File: src/rtl/rv16_ctrl_pkg.sv
// Shared encodings for the RISC-16 control unit: state codes, opcode map and opcode classifier.
// Pure declarations: no latency and no flow control of its own.
package rv16_ctrl_pkg;

    typedef enum logic [2:0] {
        ST_FETCH  = 3'd0,
        ST_DECODE = 3'd1,
        ST_EXEC   = 3'd2,
        ST_MEM    = 3'd3,
        ST_WB     = 3'd4,
        ST_HALT   = 3'd5,
        ST_ERROR  = 3'd6
    } state_e;

    typedef enum logic [3:0] {
        CL_NOP,
        CL_ALU,
        CL_IMM,
        CL_LOAD,
        CL_STORE,
        CL_BR,
        CL_JMP,
        CL_HALT,
        CL_ILLEGAL
    } op_class_e;

    typedef struct packed {
        logic branch;
        logic alu_src;
        logic load;
        logic jump;
    } ctrl_t;

    localparam logic [31:0] OPC_NOP    = 32'd0;
    localparam logic [31:0] OPC_ALU_LO = 32'd1;
    localparam logic [31:0] OPC_ALU_HI = 32'd7;
    localparam logic [31:0] OPC_ADDI   = 32'd8;
    localparam logic [31:0] OPC_LOAD   = 32'd9;
    localparam logic [31:0] OPC_STORE  = 32'd10;
    localparam logic [31:0] OPC_BEQ    = 32'd11;
    localparam logic [31:0] OPC_JUMP   = 32'd12;
    localparam logic [31:0] OPC_HALT   = 32'd15;

    // Opcodes arrive zero-extended so one classifier serves every OPCODE_W.
    function automatic op_class_e classify(input logic [31:0] op);
        op_class_e c;
        case (op)
            OPC_NOP:   c = CL_NOP;
            OPC_ADDI:  c = CL_IMM;
            OPC_LOAD:  c = CL_LOAD;
            OPC_STORE: c = CL_STORE;
            OPC_BEQ:   c = CL_BR;
            OPC_JUMP:  c = CL_JMP;
            OPC_HALT:  c = CL_HALT;
            default:   c = (op >= OPC_ALU_LO && op <= OPC_ALU_HI) ? CL_ALU : CL_ILLEGAL;
        endcase
        return c;
    endfunction

    function automatic ctrl_t ctrl_of(input op_class_e c);
        ctrl_t k;
        k         = '0;
        k.branch  = (c == CL_BR);
        k.alu_src = (c == CL_IMM);
        k.load    = (c == CL_LOAD);
        k.jump    = (c == CL_JMP);
        return k;
    endfunction

endpackage

File: src/rtl/multicycle_sequencer_if.sv
// Bundle between the control unit and decoder/datapath/data memory.
// Wires only: no latency; mem_ready is the sole backpressure input.
interface multicycle_sequencer_if #(
    parameter int OPCODE_W = 4,
    parameter int PERF_W   = 16
);
    logic [OPCODE_W-1:0] opcode;
    logic                mem_ready;
    logic                branch;
    logic                ALU_src;
    logic                load;
    logic                jump;
    logic                mem_write;
    logic                reg_write;
    logic                PC_enable;
    logic                IR_enable;
    logic                reg_enable;
    logic                mem_enable;
    logic [2:0]          state;
    logic                halted;
    logic                illegal;
    logic                timeout_err;
    logic [PERF_W-1:0]   retired_count;

    modport master (
        input  opcode, mem_ready,
        output branch, ALU_src, load, jump, mem_write, reg_write,
               PC_enable, IR_enable, reg_enable, mem_enable,
               state, halted, illegal, timeout_err, retired_count
    );

    modport slave (
        output opcode, mem_ready,
        input  branch, ALU_src, load, jump, mem_write, reg_write,
               PC_enable, IR_enable, reg_enable, mem_enable,
               state, halted, illegal, timeout_err, retired_count
    );
endinterface

File: src/rtl/mem_wait_timer.sv
// Counts MEM cycles without mem_ready; expired flags the last permitted cycle.
// Latency: count visible the cycle after the strobe; no backpressure.
module mem_wait_timer #(
    parameter int MEM_TIMEOUT = 16
) (
    input  logic clk,
    input  logic rst,
    input  logic clear,
    input  logic count,
    output logic expired
);
    localparam int CW = $clog2(MEM_TIMEOUT + 1);

    logic [CW-1:0] cnt_q;

    always_ff @(posedge clk) begin
        if (rst || clear) begin
            cnt_q <= '0;
        end else if (count) begin
            cnt_q <= cnt_q + CW'(1);
        end
    end

    // Counter holds (MEM cycles - 1), so this is the MEM_TIMEOUT-th cycle.
    assign expired = (cnt_q == CW'(MEM_TIMEOUT - 1));
endmodule

File: src/rtl/multicycle_sequencer.sv
// Multicycle control unit for the 16-bit RISC core: sequences FETCH/DECODE/EXEC/MEM/WB per instruction.
// Latency: 3-5 cycles per instruction plus memory waits; stalls in MEM on mem_ready, bounded by MEM_TIMEOUT.
module multicycle_sequencer
    import rv16_ctrl_pkg::*;
#(
    parameter int OPCODE_W    = 4,
    parameter int MEM_TIMEOUT = 16,
    parameter int PERF_W      = 16
) (
    input logic                    clk,
    input logic                    rst,
    multicycle_sequencer_if.master bus
);
    state_e              state_q;
    state_e              state_d;
    op_class_e           cls_q;
    op_class_e           dec_cls;
    ctrl_t               ctrl_q;
    logic                illegal_q;
    logic                timeout_q;
    logic [PERF_W-1:0]   retired_q;
    logic [OPCODE_W-1:0] opc;
    logic                pc_en;
    logic                timer_clr;
    logic                timer_cnt;
    logic                timer_exp;
    logic                tmo_set;

    assign opc     = bus.opcode;
    assign dec_cls = classify(32'(opc));

    mem_wait_timer #(
        .MEM_TIMEOUT(MEM_TIMEOUT)
    ) u_timer (
        .clk     (clk),
        .rst     (rst),
        .clear   (timer_clr),
        .count   (timer_cnt),
        .expired (timer_exp)
    );

    always_comb begin
        state_d   = state_q;
        pc_en     = 1'b0;
        timer_clr = 1'b0;
        timer_cnt = 1'b0;
        tmo_set   = 1'b0;
        case (state_q)
            ST_FETCH:  state_d = ST_DECODE;
            ST_DECODE: state_d = (dec_cls == CL_HALT) ? ST_HALT : ST_EXEC;
            ST_EXEC: begin
                case (cls_q)
                    CL_ALU, CL_IMM: state_d = ST_WB;
                    CL_LOAD, CL_STORE: begin
                        state_d   = ST_MEM;
                        timer_clr = 1'b1;
                    end
                    default: begin
                        state_d = ST_FETCH;
                        pc_en   = 1'b1;
                    end
                endcase
            end
            ST_MEM: begin
                // A ready in the final permitted cycle beats the timeout.
                if (bus.mem_ready) begin
                    if (cls_q == CL_STORE) begin
                        state_d = ST_FETCH;
                        pc_en   = 1'b1;
                    end else begin
                        state_d = ST_WB;
                    end
                end else if (timer_exp) begin
                    state_d = ST_ERROR;
                    tmo_set = 1'b1;
                end else begin
                    timer_cnt = 1'b1;
                end
            end
            ST_WB: begin
                state_d = ST_FETCH;
                pc_en   = 1'b1;
            end
            default: state_d = state_q;
        endcase
    end

    always_ff @(posedge clk) begin
        if (rst) begin
            state_q   <= ST_FETCH;
            cls_q     <= CL_NOP;
            ctrl_q    <= '0;
            illegal_q <= 1'b0;
            timeout_q <= 1'b0;
            retired_q <= '0;
        end else begin
            state_q <= state_d;
            if (state_q == ST_DECODE) begin
                cls_q  <= dec_cls;
                ctrl_q <= ctrl_of(dec_cls);
                if (dec_cls == CL_ILLEGAL) begin
                    illegal_q <= 1'b1;
                end
            end else if (state_d == ST_FETCH || state_d == ST_ERROR) begin
                ctrl_q <= '0;
            end
            if (tmo_set) begin
                timeout_q <= 1'b1;
            end
            if (pc_en) begin
                retired_q <= retired_q + PERF_W'(1);
            end
        end
    end

    assign bus.state         = state_q;
    assign bus.IR_enable     = (state_q == ST_FETCH);
    assign bus.PC_enable     = pc_en;
    assign bus.reg_enable    = (state_q == ST_WB);
    assign bus.reg_write     = (state_q == ST_WB);
    assign bus.mem_enable    = (state_q == ST_MEM);
    assign bus.mem_write     = (state_q == ST_MEM) && (cls_q == CL_STORE);
    assign bus.branch        = ctrl_q.branch;
    assign bus.ALU_src       = ctrl_q.alu_src;
    assign bus.load          = ctrl_q.load;
    assign bus.jump          = ctrl_q.jump;
    assign bus.halted        = (state_q == ST_HALT);
    assign bus.illegal       = illegal_q;
    assign bus.timeout_err   = timeout_q;
    assign bus.retired_count = retired_q;
endmodule

File: src/flat_wrapper.sv
// flat-port wrapper written by rule: the top's interface ports become plain ports
module multicycle_sequencer_flat import rv16_ctrl_pkg::*;
#(
    parameter int OPCODE_W    = 4,
    parameter int MEM_TIMEOUT = 16,
    parameter int PERF_W      = 16
)
  (clk, rst, bus_opcode, bus_mem_ready, bus_branch, bus_ALU_src, bus_load, bus_jump, bus_mem_write, bus_reg_write, bus_PC_enable, bus_IR_enable, bus_reg_enable, bus_mem_enable, bus_state, bus_halted, bus_illegal, bus_timeout_err, bus_retired_count);
  multicycle_sequencer_if #(.OPCODE_W(OPCODE_W), .PERF_W(PERF_W)) bus_i ();
  input logic clk;
  input logic rst;
  input wire logic [$bits(bus_i.opcode)-1:0] bus_opcode;
  input wire logic [$bits(bus_i.mem_ready)-1:0] bus_mem_ready;
  output wire logic [$bits(bus_i.branch)-1:0] bus_branch;
  output wire logic [$bits(bus_i.ALU_src)-1:0] bus_ALU_src;
  output wire logic [$bits(bus_i.load)-1:0] bus_load;
  output wire logic [$bits(bus_i.jump)-1:0] bus_jump;
  output wire logic [$bits(bus_i.mem_write)-1:0] bus_mem_write;
  output wire logic [$bits(bus_i.reg_write)-1:0] bus_reg_write;
  output wire logic [$bits(bus_i.PC_enable)-1:0] bus_PC_enable;
  output wire logic [$bits(bus_i.IR_enable)-1:0] bus_IR_enable;
  output wire logic [$bits(bus_i.reg_enable)-1:0] bus_reg_enable;
  output wire logic [$bits(bus_i.mem_enable)-1:0] bus_mem_enable;
  output wire logic [$bits(bus_i.state)-1:0] bus_state;
  output wire logic [$bits(bus_i.halted)-1:0] bus_halted;
  output wire logic [$bits(bus_i.illegal)-1:0] bus_illegal;
  output wire logic [$bits(bus_i.timeout_err)-1:0] bus_timeout_err;
  output wire logic [$bits(bus_i.retired_count)-1:0] bus_retired_count;
  assign bus_i.opcode = bus_opcode;
  assign bus_i.mem_ready = bus_mem_ready;
  assign bus_branch = bus_i.branch;
  assign bus_ALU_src = bus_i.ALU_src;
  assign bus_load = bus_i.load;
  assign bus_jump = bus_i.jump;
  assign bus_mem_write = bus_i.mem_write;
  assign bus_reg_write = bus_i.reg_write;
  assign bus_PC_enable = bus_i.PC_enable;
  assign bus_IR_enable = bus_i.IR_enable;
  assign bus_reg_enable = bus_i.reg_enable;
  assign bus_mem_enable = bus_i.mem_enable;
  assign bus_state = bus_i.state;
  assign bus_halted = bus_i.halted;
  assign bus_illegal = bus_i.illegal;
  assign bus_timeout_err = bus_i.timeout_err;
  assign bus_retired_count = bus_i.retired_count;
  multicycle_sequencer #(.OPCODE_W(OPCODE_W), .MEM_TIMEOUT(MEM_TIMEOUT), .PERF_W(PERF_W)) u_core (.clk(clk), .rst(rst), .bus(bus_i));
endmodule
File: config.mk
export PLATFORM = sky130hd
export DESIGN_NAME = multicycle_sequencer_flat
export DESIGN_NICKNAME = d
export VERILOG_FILES = /design/src/rtl/rv16_ctrl_pkg.sv /design/src/rtl/multicycle_sequencer_if.sv /design/src/rtl/mem_wait_timer.sv /design/src/rtl/multicycle_sequencer.sv /design/src/flat_wrapper.sv
export SDC_FILE = /design/constraint.sdc
export NUM_CORES = 1
export LEC_CHECK = 0
export CAP_MARGIN = 10
export CORE_UTILIZATION = 30
export DETAILED_ROUTE_END_ITERATION = 10
export PLACE_DENSITY_LB_ADDON = 0.08
export SYNTH_ARGS = -nofsm -noshare
export SYNTH_HDL_FRONTEND = slang
export SYNTH_SLANG_ARGS = --single-unit
File: constraint.sdc
create_clock -name clk -period 2.45 [get_ports clk]
set_clock_uncertainty 0.1 [all_clocks]
set_input_delay 0.245 -clock clk [delete_from_list [all_inputs] [get_ports clk]]
set_output_delay 0.245 -clock clk [all_outputs]
set_load 0.01 [all_outputs]
; After elaboration in Yosys (flattened, before gate mapping)
; Cells that the tools add are included.
[totals]
regBits = 34
latch_bits = 0
ramBits = 0
rom_bits = 0
in_bits = 7
out_inout_bits = 32
elab_cells = 71
n_memories = 0
[op_classes]
n_addsub = 2
n_mul = 0
div_mod_pow = 0
n_lt_le_gt_ge = 2
eq_ne = 23
shifts = 0
mux = 22
bitwise_logic = 0
reduce_logical = 12
[ops]
columns = cell, count
row1 = $eq A4 B4 Y1 const B, 7
row2 = $pmux W4 S7, 1
row3 = $add A16 B1 Y16 const B, 1
row4 = $eq A4 B2 Y1 const B, 4
row5 = $eq A4 B3 Y1 const B, 4
row6 = $pmux W3 S5, 1
row7 = $mux W3, 4
row8 = $mux W4, 3
row9 = $mux W1, 11
row10 = $eq A3 B3 Y1 const B, 3
row11 = $eq A3 B2 Y1 const B, 2
row12 = $logic_not A3 Y1, 2
row13 = $pmux W3 S2, 1
row14 = $add A5 B1 Y5 const B, 1
row15 = $eq A5 B4 Y1 const B, 1
row16 = $eq A4 B1 Y1 const B, 1
row17 = $ge A4 B1 Y1 const B, 1
row18 = $le A4 B3 Y1 const B, 1
row19 = $logic_not A4 Y1, 1
row20 = $reduce_or A2 Y1, 2
row21 = $reduce_or A4 Y1, 1
row22 = $eq A3 B1 Y1 const B, 1
row23 = $pmux W1 S3, 1
row24 = $logic_and A1 B1 Y1, 2
row25 = 3 further kinds, 4

; Depth between registers and ports, before layout
[logic_depth]
ltp_word = 11
mapped_depth = 8
ltp_nobuf = 8

; By module
; Synthesis repeated with hierarchy kept, for this count alone.
[unflattened]
cells_unflattened = 220
area_unflattened_um2 = 1891.8
[modules_own_cells]
columns = module, instances, cells_per_inst, area_per_inst_um2, seq_area_each_um2
row1 = multicycle_sequencer, 1, 196, 1634.1, 580.6
row2 = mem_wait_timer, 1, 24, 257.7, 100.1

; Worst setup path before layout
; OpenSTA, ideal clock, no wires.
[synth_timing]
kind = register to register
startpoint = register u_core.u_timer.cnt_q[0]
endpoint = register u_core.ctrl_q, in the netlist u_core.bus.jump
setup_time_ps = 78
arrival_time_ps = 1902
required_ps = 2272
path_slack_ps = 371
stages_incl_launch_ff = 9
n_path_buf = 0
synth_period_minus_slack_ps = 2079
cell_sequence = dfxtp_1 > ha_1 > and3_1 > ha_1 > or3b_2 > a32o_1 > o211ai_1 > o21ai_1 > nor3_1
[synth_between]
elab_chain_len = 7
elab_cells_between_ends = 8
cone_classes = 2 x eq/ne / 3 x mux / 3 x reduce/logical
[synth_lines]
columns = item, line_no
row1 = from (decl), mem_wait_timer.sv:14  ; logic [CW-1:0] cnt_q;
row2 = from (signal assigned), mem_wait_timer.sv:20  ; cnt_q <= cnt_q + CW'(1);
row3 = $eq A5 B4 Y1 (*), mem_wait_timer.sv:25  ; assign expired = (cnt_q == CW'(MEM_TIMEOUT - 1));
row4 = $mux W3 (*), multicycle_sequencer.sv:73  ; end else if (timer_exp) begin
row5 = $mux W3 (*), multicycle_sequencer.sv:66  ; if (bus.mem_ready) begin
row6 = $pmux W3 S5 (*), multicycle_sequencer.sv:48  ; case (state_q)
row7 = $eq A3 B3 Y1 / $logic_not A3 Y1 (equally long branches), multicycle_sequencer.sv:104  ; end else if (state_d == ST_FETCH || state_d == ST_ERROR) begin
row8 = $logic_or A1 B1 Y1 (*), multicycle_sequencer.sv:104
row9 = $reduce_bool A2 Y1 (no source line) (*), --
row10 = to (signal assigned), multicycle_sequencer.sv:100  ; ctrl_q <= ctrl_of(dec_cls);
row11 = to (decl), multicycle_sequencer.sv:18  ; ctrl_t ctrl_q;
; Mark *: on every way between the ends. The rest lies on a longest branch, timed or not.
; A chain may end at the register's enable or synchronous reset.

; Worst setup path in the final report
[layout_timing]
startpoint = register u_core.u_timer.cnt_q[0]
endpoint = register u_core.ctrl_q, in the netlist u_core.bus.ALU_src
; The elaborated chain is that of the path after synthesis.

==> flow_summary.toml <==
[critical_path]
criticalPathCategory = "reg -> reg"
critical-path-top-delay-family = "compound AO/OA/AOI/OAI gates"
worstSetupStartpointType = "register"
critPathSlowestCell = "or3b_2"
cp_num_cells = 8
startpoint = "u_core.u_timer.cnt_q[0]"
worst-path-buf-inv = 0
r2r_start = "u_core.u_timer.cnt_q[0]"
reg2reg_depth = 8
arrival_ns = 2.41
crit_top_cell = "ha_1"
worstSetupEndpointType = "register"
critPathMaxStageDelay_ns = 0.48
cp_max_fo = 4
crit_chain = "ha_1, and3_1, ha_1, or3b_2, a32o_1, o211ai_1, o21ai_1, o32ai_1"
crit_required_ns = 2.55

[routing]
via_per_inst = 5.04
wirelength_um = 4160
first_pass_iters = 4
drc_errors = 0
drt_iter0_markers = 72
ant_nets = 0
wl_per_cell_um = 12.8
vias = 1637

[clock_tree]
numCtsBuffers = 5
post-cts-setup-buffer-count = 0
htreeDepth = 2
clock_path_buffers = 2
cts_tree = "built"
clock-root-buffer = "clkbuf_8"
ctsResizeCount = 2
path_clk_slew_ns = 0.07
insertion_delay_ns = 0.29
clock_sinks = 34
ctsHoldBuffers = 0

[sta]
maxSlewViolCount = 0
holdWs_ns = 0.358
grt_setup_unrepaired = "no"
fmax_ghz = 0.433
setup_viol = 0
worst-slew-pin-transition_ns = 0.541
max_slew_margin_pct = 63.8
finalSetupTns_ns = 0
hold_viol_final = 0
min_period_ns = 2.31
layout_setup_ws_ns = 0.142
fin_crit_sh_pct = 94.2

[power_and_ir_drop]
power_density_nw_per_um2 = 572
total_power_uw = 1320
leakagePower_uw = 0.000771
max-vdd-ir-drop_mv = 0.246

[place]
place_area_um2 = 2230
dp_slack_ns = 0.169
gp_congestion = 0.719
dp_hpwl_um = 2860
port-buffer-count = 38

[worst_hold_path]
hold-path-cell-count = 2
hp-class = "reg -> reg"
min_from = "u_core.bus.illegal"

[floorplan]
die_x_um = 78.1
coreArea_um2 = 5540
num_rows = 27
die_area_um2 = 6110
boundaryPins = 39
start_util_pct = 31.4
die_h_um = 78.1

[synthesis]
synth_flop_cell = "dfxtp_1"
syn_area_per_cell_um2 = 8.24
ys_warn_count = 0
synth_edf_count = 0
synth_xor_area_share_pct = 4.03
synthSimpleGateAreaFrac_pct = 27.3
ys_seq_area_share_pct = 39.1
synth_compound_area_share_pct = 20.4
syn_nets = 221
synth_top_family_by_area = "simple AND/OR/NAND/NOR gates"
ys_types = 47
netlist_area_um2 = 1740
synth-seq-cells = 34
yosys.area_share.adder_pct = 2.16
syn-instance-count = 211
synth-async-reset-ratio_pct = 0
synthMuxAreaShare_pct = 1.15

[final_layout]
fin_area_um2 = 2320
drive_above_1_share_pct = 9.49
fillers = 590
antennaDiodeCount = 0
final_nets = 262
syn_to_final_growth_pct = 33.2

[grt]
grt_pass1_vias = 1517
grt_first_pass_wirelength_um = 7110
grtUsageTotal_pct = 14.7
grt_antenna_before_repair = 0
grt_max_degree = 33
overflow = 0

[outcome]
status = "finished, final reports clean"

[run]
max_cap_viol_count = 0
## Yosys cell counts, types with 2 or more instances
cell type / count / share of area [%]
clkbuf_1: 9 / 1.9
nor2_1: 16 / 3.5
o211ai_1: 2 / 0.86
a21oi_1: 22 / 6.3
nor3_1: 2 / 0.58
mux2i_1: 2 / 1.2
or3_1: 6 / 2.2
nand4_1: 5 / 1.8
xnor2_1: 4 / 2.0
or4_1: 10 / 4.3
nand3b_1: 4 / 1.7
dfxtp_1: 34 / 39
or2_2: 3 / 1.1
ha_1: 3 / 2.2
nand3_1: 10 / 2.9
nand2b_1: 2 / 0.72
nor3b_1: 3 / 1.3
inv_1: 12 / 2.6
o21ai_0: 6 / 1.7
o32ai_1: 2 / 1.0
a211oi_1: 2 / 0.86
nand2_1: 15 / 3.2
o31ai_1: 9 / 3.9
o21ai_1: 2 / 0.58
xor2_1: 4 / 2.0
## routing by layer
layer / vias up / part of all wire, % / GRT usage (%)
li1: 855 / - / -
met1: 750 / 49 / 18.7
met2: 26 / 45 / 23.3
met3: 6 / 3.8 / 4.07
met4: 0 / 1.7 / 6.11
met5: - / 0 / 0
## tightest hold or removal path, stage by stage, from the launching register on
cell,delay [ns]
dfxtp_1,0.31
inv_1,0.05
a21oi_1,0.05
## where the power goes
part           total, uW  switching (uW)  internal [uW]  leakage [uW]
Sequential           597            23.4            573      0.000275
Combinational        283             149            134      0.000448
Clock                445             218            227     0.0000482
Total               1320             390            934      0.000771
## metrics by stage
step                cells  util [%]
finish                325      41.8
global route          325      41.8
CTS                   325      41.8
detailed placement    317      40.2
global placement      317      40.2
floorplan             211         -
## registers in the layout, summed over array words and instances (netlist names)
name                      cells
u_core.u_timer.cnt_q          5
u_core.bus.illegal            1
u_core.bus.retired_count     16
u_core.bus.timeout_err        1
u_core.bus.state              3
u_core.bus.load               1
u_core.bus.jump               1
u_core.bus.branch             1
u_core.cls_q                  4
u_core.bus.ALU_src            1
## cell type report
cell class / count / area [um^2] / share of cell area, %
Timing Repair Buffer: 46 / 452 / 19.5
Sequential cell: 34 / 682 / 29.4
Tap cell: 72 / 90.1 / 3.89
Inverter: 12 / 45.0 / 1.94
Multi-Input combinational cell: 153 / 957 / 41.3
Clock buffer: 7 / 86.3 / 3.73
Clock inverter: 1 / 5.00 / 0.216
## cells by family after synthesis
kind of cell / count (synthesis)
AND/OR/NAND/NOR: 85
AO/OA/AOI/OAI: 55
flip-flops: 34
buffers and inverters: 24
XOR/XNOR: 8
adder cells (fa/ha/maj): 3
multiplexers: 2
## layout by cell type (no fill, tap or decap), types with 2 or more instances in the layout
| cell type | count |
|---|---|
| o21ai_0 | 6 |
| o21ai_1 | 2 |
| nand2_1 | 15 |
| nand2b_1 | 2 |
| nor2_1 | 16 |
| or4_1 | 10 |
| xor2_1 | 4 |
| nand4_1 | 5 |
| nor3_1 | 2 |
| a211oi_1 | 2 |
| o31ai_1 | 9 |
| buf_4 | 7 |
| xnor2_1 | 4 |
| clkbuf_8 | 6 |
| a21oi_1 | 22 |
| dfxtp_1 | 33 |
| o211ai_1 | 2 |
| nand3_1 | 10 |
| clkdlybuf4s50_1 | 37 |
| o32ai_1 | 2 |
| nor3b_1 | 3 |
| nand3b_1 | 4 |
| or2_2 | 3 |
| or3_1 | 6 |
| mux2i_1 | 2 |
| ha_1 | 3 |
| inv_1 | 12 |
## path summary, 6_finish.rpt
path                              to  slack [ns]
setup / recovery  u_core.bus.ALU_src        0.14
hold reg to reg   u_core.bus.illegal        0.36
hold / removal    u_core.bus.illegal        0.36
setup reg to reg  u_core.bus.ALU_src        0.14
No activity file was read; power rests on OpenSTA's default activity.
